<file path="src/rtl/uart_echo_tester.sv">
// uart_echo_tester: sends a run of 8N1 pattern bytes on tx and checks that the
// device under test echoes each one back on rx.
//
// Each byte gets its own echo window. The tester counts an error for a data
// mismatch, a framing error (stop bit received as 0) or a missing echo. The
// error count saturates at 255.
//
// Ports:
//   clk        sole clock, rising edge
//   n_rst      asynchronous active-low reset
//   start      one-cycle request to begin a run (ignored while busy)
//   num_bytes  bytes to send in the run, sampled on accepted start
//   rx         serial line from the device under test (asynchronous)
//   tx         serial line to the device under test, idles high
//   busy       high from accepted start until done
//   done       one-cycle pulse at run end
//   pass       high iff err_count==0, valid from done until next start
//   err_count  mismatches + framing errors + timeouts in the current run
//
// Build option: define UART_ECHO_TESTER_LFSR_EN to use an 8-bit Fibonacci LFSR
// pattern (x^8+x^6+x^5+x^4+1, seed 8'hA5). Without it the pattern is an
// incrementing counter starting at 8'h00.
module uart_echo_tester #(
    parameter int unsigned CLKS_PER_BIT = 434,
    parameter int unsigned TIMEOUT_BITS = 40
) (
    input  logic       clk,
    input  logic       n_rst,
    input  logic       start,
    input  logic [7:0] num_bytes,
    input  logic       rx,
    output logic       tx,
    output logic       busy,
    output logic       done,
    output logic       pass,
    output logic [7:0] err_count
);

    localparam int unsigned HALF       = CLKS_PER_BIT / 2;
    localparam int unsigned TMO_CYCLES = TIMEOUT_BITS * CLKS_PER_BIT;
    localparam int unsigned CW         = $clog2(CLKS_PER_BIT);
    localparam int unsigned TW         = (TMO_CYCLES > 1) ? $clog2(TMO_CYCLES) : 1;
    localparam logic [CW-1:0] BIT_LAST  = CW'(CLKS_PER_BIT - 1);
    localparam logic [CW-1:0] HALF_LAST = CW'(HALF - 1);
    localparam logic [CW-1:0] TAIL_LAST = CW'(CLKS_PER_BIT - HALF - 1);
    localparam logic [TW-1:0] TMO_LAST  = TW'(TMO_CYCLES - 1);

    typedef enum logic [2:0] {IDLE, SEND, WAIT_ECHO, CHECK, FINISH} state_t;
    typedef enum logic [2:0] {R_IDLE, R_START, R_DATA, R_STOP, R_TAIL} rx_state_t;

    state_t    state, state_next;
    rx_state_t rx_state, rx_next;

    // ---------------- pattern generator ----------------
    logic [7:0] pattern, pat_next, pat_seed;
    always_comb begin
`ifdef UART_ECHO_TESTER_LFSR_EN
        pat_seed = 8'hA5;
        pat_next = {pattern[6:0], pattern[7] ^ pattern[5] ^ pattern[4] ^ pattern[3]};
`else
        pat_seed = 8'h00;
        pat_next = pattern + 8'd1;
`endif
    end

    // ---------------- rx synchronizer + deserializer ----------------
    logic          rx_s1, rx_s2, rx_d;
    logic          rx_fall;
    logic [CW-1:0] rcnt;
    logic [2:0]    ridx;
    logic [7:0]    rx_data;
    logic          rx_ferr, rx_done;

    always_ff @(posedge clk or negedge n_rst) begin
        if (!n_rst) begin
            rx_s1 <= 1'b1;
            rx_s2 <= 1'b1;
            rx_d  <= 1'b1;
        end else begin
            rx_s1 <= rx;
            rx_s2 <= rx_s1;
            rx_d  <= rx_s2;
        end
    end

    assign rx_fall = rx_d & ~rx_s2;

    // Completion is reported at the end of the stop bit rather than at its
    // centre, so a loopback echo never finishes before the tester's own stop
    // bit has gone out and the echo window has opened.
    always_comb begin
        rx_next = rx_state;
        case (rx_state)
            R_IDLE:  if (rx_fall) rx_next = R_START;
            R_START: if (rcnt == HALF_LAST) rx_next = rx_s2 ? R_IDLE : R_DATA;
            R_DATA:  if (rcnt == BIT_LAST && ridx == 3'd7) rx_next = R_STOP;
            R_STOP:  if (rcnt == BIT_LAST) rx_next = R_TAIL;
            R_TAIL:  if (rcnt == TAIL_LAST) rx_next = R_IDLE;
            default: rx_next = R_IDLE;
        endcase
    end

    always_ff @(posedge clk or negedge n_rst) begin
        if (!n_rst) begin
            rx_state <= R_IDLE;
            rcnt     <= '0;
            ridx     <= '0;
            rx_data  <= '0;
            rx_ferr  <= 1'b0;
            rx_done  <= 1'b0;
        end else begin
            rx_state <= rx_next;
            rx_done  <= 1'b0;
            if (rx_next != rx_state || (rx_state == R_DATA && rcnt == BIT_LAST))
                rcnt <= '0;
            else if (rx_state != R_IDLE)
                rcnt <= rcnt + 1'b1;
            case (rx_state)
                R_IDLE: ridx <= '0;
                R_DATA: if (rcnt == BIT_LAST) begin
                    rx_data <= {rx_s2, rx_data[7:1]};
                    ridx    <= ridx + 3'd1;
                end
                R_STOP: if (rcnt == BIT_LAST) rx_ferr <= ~rx_s2;
                R_TAIL: if (rx_next == R_IDLE) rx_done <= 1'b1;
                default: ;
            endcase
        end
    end

    // ---------------- main FSM ----------------
    logic          tx_active;
    logic [CW-1:0] tx_cnt;
    logic [3:0]    tx_bit;
    logic [8:0]    tx_shift;
    logic [7:0]    remaining;
    logic [TW-1:0] tmo;
    logic          timeout, skip, pass_r;
    logic [7:0]    err_inc;

    assign timeout = (tmo == TMO_LAST);
    assign err_inc = (err_count == 8'hFF) ? err_count : err_count + 8'd1;

    always_comb begin
        state_next = state;
        case (state)
            IDLE:      if (start) state_next = (num_bytes == 8'd0) ? FINISH : SEND;
            SEND:      if (tx_active && tx_bit == 4'd9 && tx_cnt == BIT_LAST) state_next = WAIT_ECHO;
            WAIT_ECHO: if (rx_done || timeout) state_next = CHECK;
            CHECK:     state_next = (remaining == 8'd1) ? FINISH : SEND;
            FINISH:    state_next = IDLE;
            default:   state_next = IDLE;
        endcase
    end

    always_ff @(posedge clk or negedge n_rst) begin
        if (!n_rst) state <= IDLE;
        else        state <= state_next;
    end

    always_ff @(posedge clk or negedge n_rst) begin
        if (!n_rst) begin
            tx        <= 1'b1;
            tx_active <= 1'b0;
            tx_cnt    <= '0;
            tx_bit    <= '0;
            tx_shift  <= '1;
            pattern   <= '0;
            remaining <= '0;
            err_count <= '0;
            skip      <= 1'b0;
            pass_r    <= 1'b0;
            tmo       <= '0;
        end else begin
            case (state)
                IDLE: begin
                    tx <= 1'b1;
                    if (start) begin
                        remaining <= num_bytes;
                        err_count <= '0;
                        pass_r    <= 1'b0;
                        pattern   <= pat_seed;
                    end
                end
                SEND: begin
                    skip <= 1'b0;
                    tmo  <= '0;
                    if (!tx_active) begin
                        tx        <= 1'b0;
                        tx_active <= 1'b1;
                        tx_cnt    <= '0;
                        tx_bit    <= '0;
                        tx_shift  <= {1'b1, pattern};
                    end else if (tx_cnt == BIT_LAST) begin
                        tx_cnt <= '0;
                        if (tx_bit == 4'd9) begin
                            tx_active <= 1'b0;
                        end else begin
                            tx       <= tx_shift[0];
                            tx_shift <= {1'b1, tx_shift[8:1]};
                            tx_bit   <= tx_bit + 4'd1;
                        end
                    end else begin
                        tx_cnt <= tx_cnt + 1'b1;
                    end
                end
                WAIT_ECHO: begin
                    tmo <= tmo + 1'b1;
                    // A byte finishing on the timeout cycle wins.
                    if (timeout && !rx_done) begin
                        skip      <= 1'b1;
                        err_count <= err_inc;
                    end
                end
                CHECK: begin
                    if (!skip && (rx_data != pattern || rx_ferr))
                        err_count <= err_inc;
                    pattern   <= pat_next;
                    remaining <= remaining - 8'd1;
                end
                FINISH: pass_r <= (err_count == 8'd0);
                default: ;
            endcase
        end
    end

    assign busy = (state != IDLE);
    assign done = (state == FINISH);
    assign pass = pass_r | (done && err_count == 8'd0);

endmodule

</file>
<file path="config.mk">
export PLATFORM = sky130hd
export DESIGN_NAME = uart_echo_tester
export DESIGN_NICKNAME = d
export VERILOG_FILES = /design/src/rtl/uart_echo_tester.sv
export SDC_FILE = /design/constraint.sdc
export NUM_CORES = 1
export LEC_CHECK = 0
export ABC_AREA = 0
export BUFFER_PORTS_ARGS = -buffer_cell sky130_fd_sc_hd__buf_2
export CAP_MARGIN = 20
export CORE_MARGIN = 10
export CORE_UTILIZATION = 50
export CTS_CLUSTER_DIAMETER = 30
export DETAILED_ROUTE_END_ITERATION = 10
export MAX_ROUTING_LAYER = met4
export PLACE_DENSITY_LB_ADDON = 0.3
export RECOVER_POWER = 100
export SLEW_MARGIN = 20
export SYNTH_ARGS = -nofsm -noshare
export SYNTH_HDL_FRONTEND = slang
export SYNTH_SLANG_ARGS = --single-unit
</file>
<file path="constraint.sdc">
create_clock -name clk -period 2.15 [get_ports clk]
set_input_delay 0.1075 -clock clk [delete_from_list [all_inputs] [get_ports clk]]
set_output_delay 0.1075 -clock clk [all_outputs]
set_load 0.01 [all_outputs]
</file>
* Word-level counts from Yosys, hierarchy flattened
Index checks and enable logic that the tools add are counted.
Word-level totals: register bits 96, bits of input ports 12, output and inout bits 12, word-level logic and storage cells 143
Operators by class: add/subtract/negate cells 8, equality and inequality tests 28, multiplexer cells 47, bitwise logic cells 3, reductions and logical operators 36
Operators by type and width (count):
- 9-bit 2-to-1 mux | 7
- 8-bit 2-to-1 mux | 5
- 3-bit 2-to-1 mux | 11
- 8-bit one-hot mux with 2 select lines | 2
- 15-bit one-hot mux with 2 select lines | 1
- 8-bit one-hot mux with 3 select lines | 1
- 9-bit by 1-bit adder with 9-bit output (second input constant) | 2
- 9-bit == test (second input constant) | 2
- 8-bit by 1-bit adder with 8-bit output (second input constant) | 2
- 8-bit logical NOT | 2
- 15-bit by 1-bit adder with 15-bit output (second input constant) | 1
- 15-bit == test (second input constant) | 1
- 3-bit one-hot mux with 5 select lines | 1
- 2-bit inequality test (second input constant) | 7
- 3-bit by 2-bit == test with 1-bit output (second input constant) | 4
- 4-bit 2-to-1 mux | 3
- 3-bit one-hot mux with 4 select lines | 1
- 2-bit AND reduction | 6
- 2-bit nonzero test | 6
- 1-bit 2-to-1 mux | 10
- 3-bit == test (second input constant) | 3
- 9-bit by 8-bit == test with 1-bit output (second input constant) | 1
- 3-bit logical NOT | 3
- 3-bit AND reduction | 3
- other kinds (22) | 37

* Longest topological paths before layout
depth after elaboration 7, depth in mapped cells 8, depth with buffers taken out 7

* Worst setup path after synthesis
No wires, ideal clock.
path kind reg2reg, from register tmo[12], to register err_count[0], setup time 0.125 ns, data arrival time 1.942 ns, data required time 2.025 ns, setup slack 0.083 ns, stages on the path, launching flop included 7, path buffers 1, clock period less this slack 2.067 ns, path through dfrtp_1 -> nor4b_2 -> nand4_1 -> o31a_4 -> or3_1 -> buf_6 -> mux2_4
On the way: longest elaborated chain between the ends 4
RTL lines:
- start, declared | RTL line 137 | logic [TW-1:0] tmo;
- start signal, assigned | RTL line 208 | tmo <= tmo + 1'b1;
- 15-bit == test | RTL line 141 | assign timeout = (tmo == TMO_LAST);
- 1-bit logical AND | RTL line 210 | if (timeout && !rx_done) begin
- 2-bit inequality test (no line)
- 4-bit AND reduction (no line)
- end signal, assigned | RTL line 212 | err_count <= err_inc;
- end signal, assigned | RTL line 217 | err_count <= err_inc;
- end, declared | RTL line 36 | output logic [7:0] err_count
No other way between the ends. A chain may end at the register's enable or synchronous reset.

* Worst setup path after layout
from register tmo[10], to register err_count[0]
The elaborated chain is that of the path after synthesis.

==> out/summary.json <==
{
  "finish": {
    "fill_cell_instance_count_of_the_final_layout": 881,
    "layout-area-overhead-vs-synth_pct": 13.5,
    "layout.core_utilization_pct": 58.1,
    "layout.cells.non_filler": 701,
    "layout-drive-gt1-share_pct": 15.7,
    "layout.nets": 590,
    "antenna_cells": 0
  },
  "placed_design": {
    "port-buffer-count": 23,
    "place_congestion": 0.861,
    "dp.cells": 675,
    "dp_hpwl_um": 7810
  },
  "timing": {
    "totalNegativeSetupSlack_ps": 0,
    "clock-skew-final_ps": 11.9,
    "unrepaired_setup_endpoints_after_global_routing": "no",
    "slew_viol_final": 0,
    "timing.final.hold_violations": 0,
    "setup_viol": 0,
    "maxClockFrequency_ghz": 0.482,
    "worst-slew-pin-transition_ps": 1090,
    "layout_min_cycle_time_ps": 2080,
    "timing.slew.headroom_pct": 27.4,
    "whs_ps": 11.7,
    "period_utilization_pct": 96.5
  },
  "min_path": {
    "holdPathEnd": "remaining[4]",
    "holdCritStartpoint": "num_bytes[4]",
    "hold_path_depth": 2,
    "min_path_type": "in -> reg"
  },
  "critical_path": {
    "timing.reg2reg.setup_slack_ps": 70,
    "startpoint_type": "flip-flop",
    "worst-setup-path-type": "reg -> reg",
    "reg_to_reg_startpoint": "tmo[10]",
    "crit_fanout": 6,
    "worst_r2r_path_depth": 5,
    "rr_endpoint": "err_count[0]",
    "cp.required_ps": 2410,
    "arrival_ps": 2330,
    "worstSetupEndpointType": "flip-flop"
  },
  "routing": {
    "dr.pass1.iters": 5,
    "routed_via_density": 5.75,
    "drtAntennaViolNets": 0,
    "wire_per_inst_um": 15.6,
    "dr_total_vias": 4030,
    "drt_first_iter_violations": 453,
    "wl_um": 10900,
    "route.detailed.drc": 0
  },
  "synthesis": {
    "synth-seq-cells": 95,
    "yosys_most_used_dff": "dfrtp_1",
    "post_synthesis_sequential_area_ratio_pct": 48.0,
    "synth_top_area_cell": "dfrtp_1",
    "ys_top_cells_by_area": "dfrtp_1 (42%), dfstp_2 (6.3%), o21ai_0 (5.2%), nand2_1 (4.6%), ha_1 (3.8%)",
    "synthDominantCellAreaShare_pct": 41.7,
    "number_of_flops_mapped_to_enable_cells_by_yosys": 0,
    "post_synth_top_cells": "dfrtp_1 (83), nand2_1 (61), o21ai_0 (52)",
    "netlist_instances": 512,
    "postSynthNetCount": 539,
    "post-synth-top-count-cell": "dfrtp_1",
    "yosys_warnings": 0,
    "synth.distinct_cells": 63,
    "post_synthesis_mean_instance_area_um2": 9.73,
    "synthesis.area_mm2": 0.00498,
    "postSynth.asyncResetShare_pct": 100
  },
  "clock_network": {
    "cts.clk_slew.worst_paths_ps": 100,
    "clock_latency_ps": 360,
    "cts_sink_cnt": 95,
    "cts_root_buffer": "clkbuf_8",
    "tritoncts_clock_tree": "yes",
    "cts_max_level": 3,
    "cts-buffers-inserted": 9,
    "cts.path.max_buffers": 2
  },
  "power": {
    "power_density_mw_per_mm2": 605,
    "power.leakage_nw": 2.54,
    "ir_worst_vdd_v": 0.000438
  },
  "global_routing": {
    "grt_first_pass_wirelength_um": 18900,
    "grt_start_max_net_pins": 45,
    "grt_antenna_before_repair": 0,
    "grtUsageTotal_pct": 15.9,
    "grt_pass1_vias": 4044,
    "grt.overflow.total": 0
  },
  "outcome": {
    "status": "completed"
  },
  "floorplan": {
    "die_width_um": 120,
    "initial_utilization_pct": 51.2,
    "floorplan.die_area_mm2": 0.0144,
    "rows": 36,
    "coreArea_mm2": 0.00973,
    "io-pin-count": 24,
    "fp.dieH_um": 120
  },
  "run": {
    "cap_viol_max_count": 0
  }
}
[layout by cell type (no fill, tap or decap), drive strengths merged, types with 11 or more instances in the layout]
| cell type | n |
|---|---|
| dfrtp | 83 |
| nand2 | 61 |
| o21ai | 52 |
| nor2 | 42 |
| buf | 35 |
| nand3 | 31 |
| clkbuf | 30 |
| inv | 16 |
| ha | 15 |
| mux2i | 14 |
| dfstp | 12 |
| nand4 | 11 |
[power breakdown]
part,internal [mW],switching (mW),total (mW)
clock,0.540,0.647,1.19
sequential,1.87,0.0972,1.97
combinational,0.128,0.139,0.267
total,2.54,0.882,3.42
[per-layer routing]
| metal | share of wire (%) | global-route usage (%) |
|---|---|---|
| met3 | 2.9 | 2.63 |
| met1 | 46 | 19.2 |
| met2 | 50 | 26.3 |
| met4 | 1.8 | 5.73 |
| met5 | 0 | - |
[layout make-up]
type | count | area [um^2] | area share [%]
multi-input cells | 378 | 2450 | 43.3
flip-flops and latches | 95 | 2390 | 42.3
repair buffers | 63 | 388 | 6.86
well taps | 133 | 166 | 2.94
clock buffers | 9 | 124 | 2.19
clock inverters | 7 | 73.8 | 1.31
inverters | 16 | 60.1 | 1.06
[what timing repair did]
item                                    4_1_cts  5_1_grt
buffers inserted                              1        2
endpoints found under the setup margin        2       15
endpoints found under the hold margin        40        0
pin swaps                                     1        2
hold buffers                                  7        0
resized for setup                             0        6
[worst max-delay path by stage]
stage | cells after the start | startpoint | to | slack [ps]
floorplan | 6 | tmo[12] | err_count[0] | 80
global placement | 5 | tmo[12] | err_count[0] | 30
detailed placement | 5 | tmo[11] | err_count[0] | 9
CTS | 5 | tmo[11] | err_count[0] | 10
global route | 7 | rcnt[1] | rx_data[0] | 0.04
finish | 5 | tmo[10] | err_count[0] | 70
[metrics by stage]
stage	instance area, um^2	setup slack (ps)	power, mW
2_1_floorplan	4980	83.0	2.16
3_3_place_gp	5410	34.8	2.25
3_5_place_dp	5410	9.26	2.27
4_1_cts	5680	13.8	3.47
5_1_grt	5650	0.0391	3.58
6_report	5650	74.9	3.42
[sequential cells by signal, indices dropped and copies added, names as in the netlist]
| name | count |
|---|---|
| rx_s1 | 1 |
| skip | 1 |
| pattern | 8 |
| state | 3 |
| rx_ferr | 1 |
| rx_d | 1 |
| rcnt | 9 |
| ridx | 3 |
| rx_done | 1 |
| pass_r | 1 |
| tx_active | 1 |
| rx_s2 | 1 |
| rx_data | 8 |
| tx_bit | 4 |
| tx_cnt | 9 |
| tx_shift | 8 |
| rx_state | 3 |
| remaining | 8 |
| tmo | 15 |
| tx | 1 |
| err_count | 8 |
[cell families (layout without fill, tap and decap cells)]
group,after synthesis,in the layout,synth area share [%]
simple gates,212,212,22.2
compound gates,109,109,14.6
flops,95,95,48.0
buf+inv,39,95,3.16
mux,24,24,5.15
xor+xnor,18,18,3.16
fa+ha+maj,15,15,3.77
[worst max-delay path, stage by stage, from the launching register on]
cell	delay, ps
dfrtp_1	440
nor4b_2	260
nand4_1	190
o31a_4	350
or3_4	430
mux2_4	310
Note: power is estimated with default switching activity, not from simulation.
